[src/rtl/fft64_sched.sv]
// fft64_sched: load / butterfly / read-out scheduler for an in-place radix-2 64-point FFT.
// Define FFT64_SCHED_SCALE_EN to request a divide-by-2 from the core on every butterfly.
module fft64_sched #(
    parameter int unsigned CORE_LAT = 2
) (
    input  logic       clk,
    input  logic       rst,
    input  logic       val_i,
    output logic       rdy_o,
    output logic       ld_we_o,
    output logic [5:0] ld_addr_o,
    output logic       bf_val_o,
    output logic [5:0] bf_addr_a_o,
    output logic [5:0] bf_addr_b_o,
    output logic [4:0] bf_wn_idx_o,
    output logic [2:0] bf_stage_o,
    output logic       wb_val_o,
    output logic [5:0] wb_addr_a_o,
    output logic [5:0] wb_addr_b_o,
    output logic       scale_o,
    output logic       rd_en_o,
    output logic [5:0] rd_addr_o,
    output logic       val_o,
    output logic       busy_o
);

    typedef enum logic [2:0] {IDLE, LOAD, CALC, DRAIN, OUT} state_t;

    localparam logic [2:0] DLAST = (CORE_LAT == 0) ? 3'd0 : 3'(CORE_LAT - 1);

    state_t     state;
    logic [5:0] n;
    logic [4:0] k;
    logic [2:0] s;
    logic [2:0] d;
    logic       accept;
    logic [2:0] nxt_s;
    logic [4:0] nxt_k;
    logic [5:0] nxt_a;

    function automatic logic [5:0] op_a(input logic [2:0] st, input logic [4:0] kx);
        logic [5:0] kk;
        logic [5:0] mask;
        kk   = {1'b0, kx};
        mask = (6'd1 << st) - 6'd1;
        return ((kk >> st) << (st + 3'd1)) | (kk & mask);
    endfunction

    function automatic logic [4:0] twid(input logic [2:0] st, input logic [4:0] kx);
        logic [4:0] mask;
        mask = 5'((6'd1 << st) - 6'd1);
        return 5'((kx & mask) << (3'd5 - st));
    endfunction

    assign rdy_o     = (state == IDLE) || (state == LOAD);
    assign accept    = val_i & rdy_o & ~rst;
    assign ld_we_o   = accept;
    assign ld_addr_o = {n[0], n[1], n[2], n[3], n[4], n[5]};
    assign busy_o    = (state != IDLE) | val_o;

    // Operands for the butterfly that would be issued on the coming edge.
    always_comb begin
        nxt_s = '0;
        nxt_k = '0;
        if (state == CALC && k != 5'd31) begin
            nxt_s = s;
            nxt_k = k + 5'd1;
        end else if (state == CALC || state == DRAIN) begin
            nxt_s = s + 3'd1;
        end
        nxt_a = op_a(nxt_s, nxt_k);
    end

    always_ff @(posedge clk or posedge rst) begin
        if (rst) begin
            state       <= IDLE;
            n           <= '0;
            k           <= '0;
            s           <= '0;
            d           <= '0;
            bf_val_o    <= 1'b0;
            bf_addr_a_o <= '0;
            bf_addr_b_o <= '0;
            bf_wn_idx_o <= '0;
            bf_stage_o  <= '0;
            rd_en_o     <= 1'b0;
            rd_addr_o   <= '0;
            val_o       <= 1'b0;
        end else begin
            val_o <= rd_en_o;
            case (state)
                IDLE: begin
                    if (accept) begin
                        n     <= n + 6'd1;
                        state <= LOAD;
                    end
                end
                LOAD: begin
                    if (accept) begin
                        n <= n + 6'd1;
                        if (n == 6'd63) begin
                            state       <= CALC;
                            s           <= nxt_s;
                            k           <= nxt_k;
                            bf_val_o    <= 1'b1;
                            bf_addr_a_o <= nxt_a;
                            bf_addr_b_o <= nxt_a | (6'd1 << nxt_s);
                            bf_wn_idx_o <= twid(nxt_s, nxt_k);
                            bf_stage_o  <= nxt_s;
                        end
                    end
                end
                CALC: begin
                    if (k != 5'd31 || (CORE_LAT == 0 && s != 3'd5)) begin
                        s           <= nxt_s;
                        k           <= nxt_k;
                        bf_val_o    <= 1'b1;
                        bf_addr_a_o <= nxt_a;
                        bf_addr_b_o <= nxt_a | (6'd1 << nxt_s);
                        bf_wn_idx_o <= twid(nxt_s, nxt_k);
                        bf_stage_o  <= nxt_s;
                    end else if (CORE_LAT != 0) begin
                        bf_val_o <= 1'b0;
                        d        <= '0;
                        state    <= DRAIN;
                    end else begin
                        bf_val_o  <= 1'b0;
                        rd_en_o   <= 1'b1;
                        rd_addr_o <= '0;
                        state     <= OUT;
                    end
                end
                DRAIN: begin
                    if (d != DLAST) begin
                        d <= d + 3'd1;
                    end else if (s != 3'd5) begin
                        state       <= CALC;
                        s           <= nxt_s;
                        k           <= nxt_k;
                        bf_val_o    <= 1'b1;
                        bf_addr_a_o <= nxt_a;
                        bf_addr_b_o <= nxt_a | (6'd1 << nxt_s);
                        bf_wn_idx_o <= twid(nxt_s, nxt_k);
                        bf_stage_o  <= nxt_s;
                    end else begin
                        rd_en_o   <= 1'b1;
                        rd_addr_o <= '0;
                        state     <= OUT;
                    end
                end
                OUT: begin
                    if (rd_addr_o == 6'd63) begin
                        rd_en_o <= 1'b0;
                        state   <= IDLE;
                    end else begin
                        rd_addr_o <= rd_addr_o + 6'd1;
                    end
                end
                default: state <= IDLE;
            endcase
        end
    end

    // Write-back mirrors the issue stream through a CORE_LAT-deep delay line.
    if (CORE_LAT == 0) begin : g_wb_direct
        assign wb_val_o    = bf_val_o;
        assign wb_addr_a_o = bf_addr_a_o;
        assign wb_addr_b_o = bf_addr_b_o;
    end else begin : g_wb_delay
        logic [CORE_LAT-1:0] v_q;
        logic [5:0]          a_q [CORE_LAT];
        logic [5:0]          b_q [CORE_LAT];

        always_ff @(posedge clk or posedge rst) begin
            if (rst) begin
                v_q <= '0;
                for (int unsigned i = 0; i < CORE_LAT; i++) begin
                    a_q[i] <= '0;
                    b_q[i] <= '0;
                end
            end else begin
                v_q[0] <= bf_val_o;
                a_q[0] <= bf_addr_a_o;
                b_q[0] <= bf_addr_b_o;
                for (int unsigned i = 1; i < CORE_LAT; i++) begin
                    v_q[i] <= v_q[i-1];
                    a_q[i] <= a_q[i-1];
                    b_q[i] <= b_q[i-1];
                end
            end
        end

        assign wb_val_o    = v_q[CORE_LAT-1];
        assign wb_addr_a_o = a_q[CORE_LAT-1];
        assign wb_addr_b_o = b_q[CORE_LAT-1];
    end

`ifdef FFT64_SCHED_SCALE_EN
    assign scale_o = bf_val_o;
`else
    assign scale_o = 1'b0;
`endif

endmodule

[config.mk]
export PLATFORM = sky130hd
export DESIGN_NAME = fft64_sched
export DESIGN_NICKNAME = d
export VERILOG_FILES = /design/src/rtl/fft64_sched.sv
export SDC_FILE = /design/constraint.sdc
export NUM_CORES = 1
export LEC_CHECK = 0
export ABC_AREA = 1
export BUFFER_PORTS_ARGS = -buffer_cell sky130_fd_sc_hd__buf_2
export CAP_MARGIN = 20
export CORE_MARGIN = 1.5
export CORE_UTILIZATION = 37
export DETAILED_ROUTE_END_ITERATION = 16
export PLACE_DENSITY_LB_ADDON = 0.05
export SLEW_MARGIN = 20
export SYNTH_ARGS = -nofsm -noshare
export SYNTH_HDL_FRONTEND = slang
export SYNTH_SLANG_ARGS = --single-unit
[constraint.sdc]
create_clock -name clk -period 2.8 [get_ports clk]
set_input_delay 0.28 -clock clk [delete_from_list [all_inputs] [get_ports clk]]
set_output_delay 0.28 -clock clk [all_outputs]
set_load 0.005 [all_outputs]
-- Yosys cells after proc, flatten, opt, wreduce, memory -nomap -nowiden
Index checks and enable logic that the tools add are counted.
- flip-flop bits (word level): 72
- bits in read-only memories: 0
- output and inout bits: 52
- input bits: 3
- memories: 0
- logic and storage cells: 131
- latch bits: 0
- RAM bits: 0
- eq/ne operators: 20
- div/mod/pow operators: 0
- $add $sub $neg: 8
- shifts and indexed selects: 4
- mux-type cells: 58
- order comparisons: 0
- bitwise operators: 8
- $mul: 0
- reductions and logical operators: 16
- operators by type and width (operator ; number):
    $mux 6 ; 13
    $mux 5 ; 11
    $mux 3 ; 16
    $pmux 6 s3 ; 2
    $pmux 5 s3 ; 2
    $ne 2x2->1 const B ; 8
    $pmux 3 s5 ; 1
    $add 6x1->6 const B ; 2
    $eq 6x6->1 const B ; 2
    $or 6x6->6 ; 2
    $pmux 6 s2 ; 1
    $reduce_and 6->1 ; 2
    $add 3x1->3 const B ; 3
    $pmux 3 s3 ; 1
    $mux 1 ; 8
    $reduce_and 4->1 ; 2
    $and 5x6->6 ; 1
    $eq 3x2->1 const B ; 2
    $ne 2x1->1 const B ; 3
    $pmux 3 s2 ; 1
    $reduce_bool 3->1 ; 2
    $shl 1x3->6 const A ; 1
    $shl 6x3->6 ; 1
    $shr 5x3->6 ; 1
    other kinds (23) ; 26

-- Depth between registers and ports, before layout
- depth after elaboration: 12
- depth in mapped cells: 21
- depth with buffers taken out: 21

-- Worst setup path after synthesis
No wires, ideal clock.
- path type: input -> register
- from: input port rst
- to: register bf_addr_b_o[2]
- setup time: 0.113 ns
- path slack: -0.513 ns
- data required time: 2.687 ns
- buffers on the path: 1
- cell stages on the path: 13
- arrival time: 3.200 ns
- cell sequence: inv_1 nand2_1 nor2_4 nor2_1 nor3_2 o21ai_2 inv_2 buf_4 nand2_1 clkinv_1 nand3_1 nand2_1 inv_1
- word-level cells in the longest chain between the ends: 4
- ends and longest elaborated chain (element ; line ; RTL):
    start: declaration ; 7 ; input logic rst,
    $not 1->1 ; 56 ; assign accept = val_i & rdy_o & ~rst;
    $and 1x1->1 ; 56 ;
    via ld_we_o ; 10 ; output logic ld_we_o,
    $ne 2x2->1 (no line) ; n/a ;
    $reduce_and 6->1 (no line) ; n/a ;
    end signal: assignment ; 107 ; bf_addr_b_o <= nxt_a | (6'd1 << nxt_s);
    end signal: assignment ; 119 ; bf_addr_b_o <= nxt_a | (6'd1 << nxt_s);
    end signal: assignment ; 142 ; bf_addr_b_o <= nxt_a | (6'd1 << nxt_s);
    end: declaration ; 14 ; output logic [5:0] bf_addr_b_o,
The timed path passes the listed nets, and every way through them passes these cells.
A chain may end at the register's enable or synchronous reset.

-- Worst setup path after layout
- from: register k[0]
- to: register bf_addr_b_o[1]
- word-level cells in the longest chain between the ends: 11
- elaborated cells between the ends (all ways): 21
- classes of those cells: 3 x add/sub; 2 x eq/ne; 3 x shift; 8 x mux; 3 x bitwise; 2 x reduce/logical
- ends and longest elaborated chain (element ; line ; RTL):
    start: declaration ; 33 ; logic [4:0] k;
    start signal: assignment ; 104 ; k <= nxt_k;
    start signal: assignment ; 116 ; k <= nxt_k;
    start signal: assignment ; 139 ; k <= nxt_k;
    parallel branches: the longest is 11 deep, another holds $add 5x1->5 ; n/a ;
Several ways; the timed one is not identified. The select of a mux whose other input is x is not followed.

==> summary.md <==
| Metric | Value |
|---|---|
| Worst path bufs/invs | 3 |
| Worst Reg2Reg Path Length in Cells | 17 |
| DRC | 0 |
| Period utilisation layout | 93.9% |
| Die area | 0.0101 mm2 |
| Cells along the critical path | ha_1 > nand2_1 > nor2_1 > ha_1 > inv_2 > nand3_4 > nand3_1 > nand2_4 > buf_12 > nor2_1 > nand3_2 > nand4_1 > nand2_1 > nand3_1 > nand4_1 > nand2_1 > inv_1 |
| Worst path most repeated cell | nand2_1 |
| Async set-reset flop share out of synthesis | 100% |
| Largest net degree at the start of global routing | 73 |
| Seq/Total Area, Yosys | 51.0% |
| R2R Setup Slk | 0.17 ns |
| Final net count | 484 |
| Number of flops mapped to enable cells by yosys | 0 |
| Syn nets | 422 |
| Synth area leaders | dfrtp_1 (51%), nand2_1 (10%), nand3_1 (6.1%) |
| Status | complete, no violations |
| Final Wtd Congestion | 0.935 |
| Die H | 101 um |
| Wl on met1 | 4210 um |
| Area post-placement | 0.00391 mm2 |
| Detailed Place HPWL | 5950 um |
| Avg WL per Cell | 13.4 um |
| CP max-delay cell | dfrtp_1 |
| Final antenna diode count | 0 |
| Top sig layer | met4 |
| CTS tree | built |
| Yosys cell types | 38 |
| Cts hold-fix bufs | 0 |
| Terminus of the critical flop-to-flop path | bf_addr_b_o[1]$_DFFE_PP0P_ |
| Worst-Skew Late Latency | 0.34 ns |
| Syn avg cell area | 8.63 um2 |
| Static Leakage | 2.18 nW |
| Global Route Usage Sum | 16.9% |
| Synth Register Bits | 72 |
| Total global routing overflow | 0 |
| Fin crit period | 2.63 ns |
| Met3 WL | 274 um |
| Max incr delay on CP | 0.38 ns |
| Worst slack at placement | 0.0153 ns |
| Critical Path Stages | 17 |
| Clock sinks | 72 |
| Ys Warns | 0 |
| Worst slew pin tran | 0.873 ns |
| Die span in x | 101 um |
| Final worst slack | 0.170 ns |
| Post-route ant nets | 0 |
| Max frequency | 0.380 GHz |
| Root buffer cell | clkbuf_8 |
| Slew Limit Fails | 0 |
| Max-slew headroom | 41.8% |
| I/O Buffers | 53 |
| Post-synth top area share | 51.0% |
| Initial core utilization | 38.2% |
| H-tree depth | 3 |
| Final setup skew | 0.0105 ns |
| Met2 WL | 3540 um |
| Mapped Cells | 409 |
| Final Cell Area | 0.00429 mm2 |
| Critical R2R Launch | k[0]$_DFFE_PP0P_ |
| Synth cell count leaders | nand2_1 (98), dfrtp_1 (72), nand3_1 (43), inv_1 (41), nor2_1 (31) |
| Post-synth top flop | dfrtp_1 |
| Critical path's top delay family | simple AND/OR/NAND/NOR gates |
| Final hold vios | 0 |
| Final setup violation count | 0 |
| Placeable core area | 0.00924 mm2 |
| Clock slew at reported path FFs | 0.08 ns |
| Max_cap viols | 0 |
| Share of layout cells above drive strength 1 | 26.5% |
| Ports | 55 |
| CP Capture Type | register |
| Hold WC Path Type | in2async |
| Syn Std Cell Area | 0.00353 mm2 |
| WS Path Type | reg2reg |
| Initial antenna violation count | 0 |
| IR drop worst, VDD | 508 uV |
| First-pass GRT wire length | 13400 um |
| Pwr/cell area | 1340 mW/mm2 |
| First-pass DRT Iterations | 5 |
| Crit start category | register |
| Critical path required time | 3.04 ns |
| Most common cell in the synthesized netlist | nand2_1 |
| Hold Slack | 0.255 ns |
| Total wire length | 8090 um |
| Num CTS Buffers | 9 |
| Number of global-route vias before repair | 2673 |
| Via count | 2869 |
| WP data arrival | 2.87 ns |
| FP Rows | 35 |
| DR vias/cell | 4.74 |
| Deepest clock path buffer count | 2 |
| DRT iter0 DRCs | 168 |
| Critical Path Fanout Max | 8 |
| Synth area leader | dfrtp_1 |
| Area Growth Syn to Fin | 21.4% |
[flip-flops by register name (all words and copies together) (netlist names)]
register,flops
bf_wn_idx_o,5
k,5
val_o,1
bf_val_o,1
n,6
d,3
state,3
wb_addr_a_o,6
bf_addr_a_o,6
g_wb_delay.v_q,2
wb_addr_b_o,6
s,3
g_wb_delay.a_q,6
rd_addr_o,6
bf_addr_b_o,6
rd_en_o,1
g_wb_delay.b_q,6
[per-layer routing]
metal  vias up  track usage, %
met4         0            4.98
met2        51            24.9
li1       1449               -
met3         7            2.98
met5         -               0
met1      1362            25.4
[kinds of logic (layout without fill, tap and decap cells)]
| family | Yosys count | after routing | share of synthesized area (%) |
|---|---|---|---|
| AOI/OAI and AO/OA | 35 | 35 | 5.85 |
| xor gates and xnor gates | 6 | 6 | 1.49 |
| adders and majority gates | 10 | 10 | 3.54 |
| buffers and inverters | 68 | 135 | 8.86 |
| DFF | 72 | 72 | 51.0 |
| muxes | 2 | 2 | 0.638 |
| other | 1 | 1 | 0.106 |
| and+or+nand+nor | 215 | 215 | 28.5 |
[layout by cell type, fill, tap and decap left out, types with 5 or more instances in the layout]
master,count
nand4_1,15
or2_2,6
buf_4,16
inv_2,5
o21ai_0,12
nand3_2,7
inv_1,38
nand3_1,39
nor3_1,5
nor2_1,30
nand2_1,97
clkbuf_8,9
a21oi_1,6
nand2_2,5
ha_1,8
buf_2,54
dfrtp_1,72
[area by class of cell]
cell class	count	area, um2
multi-input cells	269	1480
fillers	900	4950
flip-flops and latches	72	1800
repair buffers	72	422
clock inverters	6	115
inverters	47	183
clock buffers	10	128
well taps	129	161
[worst reg2reg max path, stage by stage (launching register included)]
cell and delay (ns):
dfrtp_1 0.38, ha_1 0.21, nand2_1 0.09, nor2_1 0.05, ha_1 0.18, inv_2 0.08, nand3_4 0.13, nand3_1 0.18
nand2_4 0.12, buf_12 0.15, nor2_1 0.21, nand3_2 0.16, nand4_1 0.13, nand2_1 0.08, nand3_1 0.13, nand4_1 0.14
nand2_1 0.09, inv_1 0.04
[how the worst max path moves through the flow]
stage                           startpoint  slack [ns]                    endpoint
final                     k[0]$_DFFE_PP0P_        0.17  bf_addr_b_o[1]$_DFFE_PP0P_
after global routing      k[0]$_DFFE_PP0P_      -0.003  bf_wn_idx_o[4]$_DFFE_PP0P_
after CTS                 k[1]$_DFFE_PP0P_        0.01  bf_wn_idx_o[4]$_DFFE_PP0P_
after detailed placement  k[1]$_DFFE_PP0P_        0.02  bf_wn_idx_o[4]$_DFFE_PP0P_
after global placement    k[1]$_DFFE_PP0P_        0.10  bf_wn_idx_o[4]$_DFFE_PP0P_
after floorplan                        rst        0.12  bf_addr_b_o[4]$_DFFE_PP0P_
[where the power goes]
part	switching, mW	internal (mW)	total (mW)
registers	0.267	1.47	1.74
logic	1.84	1.14	2.99
clock network	0.414	0.599	1.01
[timing repair]
action                                  CTS  global route
hold endpoints to repair                  0             0
endpoints found under the setup margin    0            10
setup buffers                             0             6
resized for setup                         0            17
[per-stage QoR]
step	power, mW	cells	setup TNS [ns]	util [%]
4_1_cts	5.61	598	0	45.0
2_1_floorplan	3.71	409	0	-
3_5_place_dp	4.57	582	0	42.4
3_3_place_gp	4.57	582	0	42.4
5_1_grt	6.28	605	-0.00298	46.4
6_report	5.74	605	0	46.4
Power figures use the tool's default switching activity.
